--- src/rtl/led_count_ctrl.sv ---
// led_count_ctrl: run/pause/step controller owning the tick timer and LED counter.
module led_count_ctrl #(
    parameter int CYCLES_PER_TICK = 125000000,
    parameter int TIMER_WIDTH     = 27,
    parameter int CNT_WIDTH       = 4
) (
    input  logic                 clk,
    input  logic                 rst_n,
    input  logic                 start_stop,
    input  logic                 step,
    input  logic                 dir_toggle,
    input  logic                 clear,
    input  logic                 wrap_en,
    output logic [CNT_WIDTH-1:0] count,
    output logic                 running,
    output logic                 dir_down,
    output logic                 tick
);
    typedef enum logic {PAUSED, RUN} state_t;
    localparam logic [TIMER_WIDTH-1:0] TMAX = TIMER_WIDTH'(CYCLES_PER_TICK - 1);
    localparam logic [CNT_WIDTH-1:0]   CMAX = '1;
    state_t                 state_q, state_d;
    logic [TIMER_WIDTH-1:0] timer_q, timer_d;
    logic [CNT_WIDTH-1:0]   count_q, count_d;
    logic                   dir_q, dir_d, tick_q, tick_d;
    logic                   update, at_limit;
    logic [CNT_WIDTH-1:0]   nxt;
    always_comb begin
        update   = state_q == RUN ? timer_q == TMAX : step;
        at_limit = dir_q ? count_q == '0 : count_q == CMAX;
        nxt      = dir_q ? count_q - CNT_WIDTH'(1) : count_q + CNT_WIDTH'(1);
        state_d  = state_q;
        timer_d  = state_q == RUN && timer_q != TMAX ? timer_q + TIMER_WIDTH'(1) : '0;
        count_d  = count_q;
        dir_d    = dir_q ^ dir_toggle;
        tick_d   = 1'b0;
        if (clear) begin
            count_d = '0;
            timer_d = '0;
        end else if (start_stop) begin
            state_d = state_q == RUN ? PAUSED : RUN;
            timer_d = '0;
        end else if (update) begin
            // saturating at a limit stops the run instead of producing a tick
            if (at_limit && !wrap_en) begin
                state_d = PAUSED;
                timer_d = '0;
            end else begin
                count_d = nxt;
                tick_d  = 1'b1;
            end
        end
    end
    always_ff @(posedge clk) begin
        if (!rst_n) begin
            state_q <= PAUSED;
            timer_q <= '0;
            count_q <= '0;
            dir_q   <= 1'b0;
            tick_q  <= 1'b0;
        end else begin
            state_q <= state_d;
            timer_q <= timer_d;
            count_q <= count_d;
            dir_q   <= dir_d;
            tick_q  <= tick_d;
        end
    end
    assign count    = count_q;
    assign running  = state_q == RUN;
    assign dir_down = dir_q;
    assign tick     = tick_q;
endmodule

--- config.mk ---
export PLATFORM = sky130hd
export DESIGN_NAME = led_count_ctrl
export DESIGN_NICKNAME = d
export VERILOG_FILES = /design/src/rtl/led_count_ctrl.sv
export SDC_FILE = /design/constraint.sdc
export NUM_CORES = 1
export LEC_CHECK = 0
export BUFFER_PORTS_ARGS = -buffer_cell sky130_fd_sc_hd__buf_2
export CAP_MARGIN = 25
export CORE_UTILIZATION = 59
export CTS_CLUSTER_SIZE = 28
export DETAILED_ROUTE_END_ITERATION = 8
export PLACE_DENSITY = 0.89
export SYNTH_ARGS = -nofsm -noshare
export SYNTH_HDL_FRONTEND = slang
export SYNTH_SLANG_ARGS = --single-unit
--- constraint.sdc ---
create_clock -name clk -period 2.4 [get_ports clk]
set_input_delay 0.72 -clock clk [delete_from_list [all_inputs] [get_ports clk]]
set_output_delay 0.72 -clock clk [all_outputs]
set_load 0.005 [all_outputs]
==> summary.txt <==
CTS
  • Setup Buffers After CTS: 0
  • CTS tree: built
  • Worst-Skew Late Latency: 0.33 ns
  • Clock Tree Root: clkbuf_4
  • Cts hold-fix bufs: 0
  • Total CTS buffers: 5
  • CTS Sinks: 34
  • CTS H-Tree Depth: 2
  • CTS max path bufs: 2
  • Clock Pin Slew Worst Setup and Hold Paths: 0.10 ns
  • Post-CTS resize count: 0

Detailed routing
  • Post-route DRC: 0
  • Via density: 5.523
  • Drt initial violations: 94
  • DRT antenna net count: 0
  • Wirelength per Cell: 12.58 microns
  • DR vias: 1,436
  • Drt pass-1 iters: 4
  • Routed WL: 3.272 mm

Power and ir drop
  • VDD IR max: 0.4402 mV
  • Cell Pwr Density: 474.0 mW/mm^2
  • Total Power: 965.0 uW
  • Leak Pwr: 0.6515 nW

Yosys
  • Post-Synth Adder-Cell Area: 0.02995
  • Compound-cell area share of the yosys netlist: 0.05339
  • Yosys cell types: 44
  • Synth Area in Simple Gates: 0.3763
  • Avg Cell Area, Syn: 9.514 sq um
  • Synthesized Nets: 213
  • Largest family of logic cells by synthesized area: simple AND/OR/NAND/NOR gates
  • Post-synthesis mux area share: 0
  • Cells after Synth: 202
  • Post-synthesis cell area: 0.001922 sq mm
  • YS warnings: 0
  • Sequential-to-total area share from yosys stat: 0.3542
  • Seq cells post-synth: 34
  • Xor/xnor share of the synthesized area: 0.1276

Placement
  • Post-DP HPWL: 2.300 mm
  • Placement Setup Slack: 0.2617 ns
  • PortBufs: 13
  • Dpl cells: 252
  • Placer congestion estimate: 0.7832

Setup path
  • Reg2Reg Depth: 7
  • Critical-path cell list: ha_1 > and4_4 > nand2_4 > nor4_2 > or4b_2 > buf_12 > nor2_4
  • CP max FO: 27
  • Critical path startpoint category: flop
  • Worst R2R Start: timer_q[0]$_SDFF_PP0_
  • WS Path Type: flop to flop
  • Worst reg2reg setup slack: 0.35 ns
  • CP max-delay cell: or4b_2
  • Arrival @ worst endpoint: 2.32 ns
  • Critical path launch point: timer_q[0]$_SDFF_PP0_
  • Critical Path RT: 2.68 ns
  • Top Family by Delay on Critical Path: simple AND/OR/NAND/NOR gates
  • Levels on crit path: 7
  • Worst r2r dst: timer_q[16]$_SDFF_PP0_
  • Worst Setup EP: timer_q[16]$_SDFF_PP0_
  • Critical Path End Type: flop
  • Buf+Inv Stages, Crit Path: 1
  • Slowest stage delay, CP: 0.65 ns

Floorplanning
  • Core area: 0.003078 sq mm
  • DIE AREA: 0.003490 sq mm
  • I/O pin cnt: 14
  • Num rows: 20
  • Die width: 59.08 microns
  • Chip height: 59.08 microns
  • Initial core utilization: 0.6244

Timing
  • Worst Setup Slack, final: 0.3532 ns
  • RSZ-0062 raised after global routing: false
  • Worst Max-Slew Pin Slew: 0.5141 ns
  • # setup viols final: 0
  • Skew final: 0.01319 ns
  • Max-slew violation count: 0
  • Minimum clock period: 2.047 ns
  • Final hold vios: 0
  • Fmax: 488.6 MHz
  • Fin crit share: 0.8528
  • Slew HR: 0.6560
  • Final hold slack: 0.4817 ns
  • Setup_tns: 0 ns

Cells and area
  • Area Overhead vs Synth: 5.924%
  • Most common cell after layout, fill and taps aside: dfxtp_1
  • ANT cells: 0
  • Post-route insts no fill: 260
  • Fillers: 275
  • Most frequent cells in the layout: dfxtp_1 (34), xnor2_1 (21), nor2_4 (18)
  • Share of layout cells above drive strength 1: 0.2407
  • Layout Nets: 226

Global route
  • First-pass GRT wire length: 5.430 mm
  • Total gr overflow: 0
  • GR Util All Layers: 0.2095
  • Largest net degree at the start of global routing: 28
  • Vias in the first global route: 1,220
  • Initial antenna violation count: 0

Run
  • Maxcap violations: 0

Run status
  • Status: completed

Min path
  • Hold/Removal Path Class: flop to flop
[logic make-up (layout without fill, tap and decap cells)]
kind of cell / count (synthesis) / count (layout)
flops: 34 / 34
compound gates: 14 / 14
fa+ha+maj: 4 / 4
simple gates: 107 / 107
xor+xnor: 28 / 28
buf+inv: 15 / 29
[metrics by stage]
step           area (sq um)    util
2_1_floorplan          1922       -
3_3_place_gp           1976  0.6419
3_5_place_dp           1976  0.6419
4_1_cts                2036  0.6614
5_1_grt                2036  0.6614
6_report               2036  0.6614
[worst register-to-register path: cells and delay by family, from the launching register on]
| family | cells | cell delay [ns] |
|---|---|---|
| DFF | 1 | 0.35 |
| adders and majority gates | 1 | 0.25 |
| buffers and inverters | 1 | 0.22 |
| and+or+nand+nor | 5 | 1.16 |
[report_power, final]
part	internal (mW)	switching [mW]	total (mW)
logic	0.0260	0.0311	0.0571
clock network	0.142	0.188	0.330
registers	0.569	0.00899	0.578
[layout make-up]
class	instances	area, sq um	area share
clock buffer	7	55.05	0.02704
sequential	34	680.7	0.3344
tap	44	55.05	0.02704
clock inverter	1	5.005	0.002459
multi-input combinational	153	1129	0.5544
inverter	7	26.28	0.01291
timing repair buffer	14	85.08	0.04179
[synthesized netlist by cell type, drive strengths merged]
cell type | n | area, sq um
nor3b | 1 | 7.510
and2 | 3 | 18.77
buf | 6 | 78.82
o22ai | 1 | 6.260
or4 | 1 | 7.510
ha | 3 | 37.54
nand3 | 13 | 70.07
inv | 7 | 26.28
nor3 | 7 | 35.03
a41o | 2 | 20.02
xnor2 | 21 | 183.9
a21o | 2 | 16.27
nor2 | 36 | 275.3
a211oi | 1 | 7.510
xor2 | 7 | 61.31
o21ai | 1 | 8.760
nand2 | 12 | 52.55
fa | 1 | 20.02
clkbuf | 2 | 7.510
a31oi | 1 | 6.260
nand4 | 7 | 43.79
or4b | 1 | 10.01
a311oi | 1 | 8.760
nor2b | 1 | 6.260
a31o | 1 | 8.760
nand2b | 2 | 12.51
nor4 | 8 | 56.30
and3 | 5 | 32.53
and4 | 4 | 40.04
or2 | 1 | 6.260
nor4bb | 4 | 40.04
a21oi | 4 | 20.02
dfxtp | 34 | 680.7
nor4b | 1 | 8.760
[worst min-delay path by stage]
stage / from / end / slack [ns] / cells after the start
2_1_floorplan: timer_q[0]$_SDFF_PP0_ / timer_q[0]$_SDFF_PP0_ / 0.44 / 1
3_3_place_gp: timer_q[0]$_SDFF_PP0_ / timer_q[0]$_SDFF_PP0_ / 0.45 / 1
3_5_place_dp: timer_q[0]$_SDFF_PP0_ / timer_q[0]$_SDFF_PP0_ / 0.46 / 1
4_1_cts: timer_q[0]$_SDFF_PP0_ / timer_q[0]$_SDFF_PP0_ / 0.49 / 1
5_1_grt: timer_q[0]$_SDFF_PP0_ / timer_q[0]$_SDFF_PP0_ / 0.53 / 1
6_report: timer_q[0]$_SDFF_PP0_ / timer_q[0]$_SDFF_PP0_ / 0.48 / 1
[routing by layer]
| layer | vias to the layer above | share of wire | routed length, microns | track usage |
|---|---|---|---|---|
| li1 | 731 | - | - | - |
| met2 | 21 | 0.47 | 1547 | 0.3312 |
| met5 | - | 0 | 0 | 0 |
| met4 | 0 | 0.013 | 41 | 0.07143 |
| met3 | 6 | 0.030 | 99 | 0.05895 |
| met1 | 678 | 0.48 | 1583 | 0.2745 |
[registers in the layout, indices dropped and copies added (netlist names)]
signal,cells
running,1
count,4
timer_q,27
tick,1
dir_down,1
Note: power is estimated with default switching activity, not from simulation.
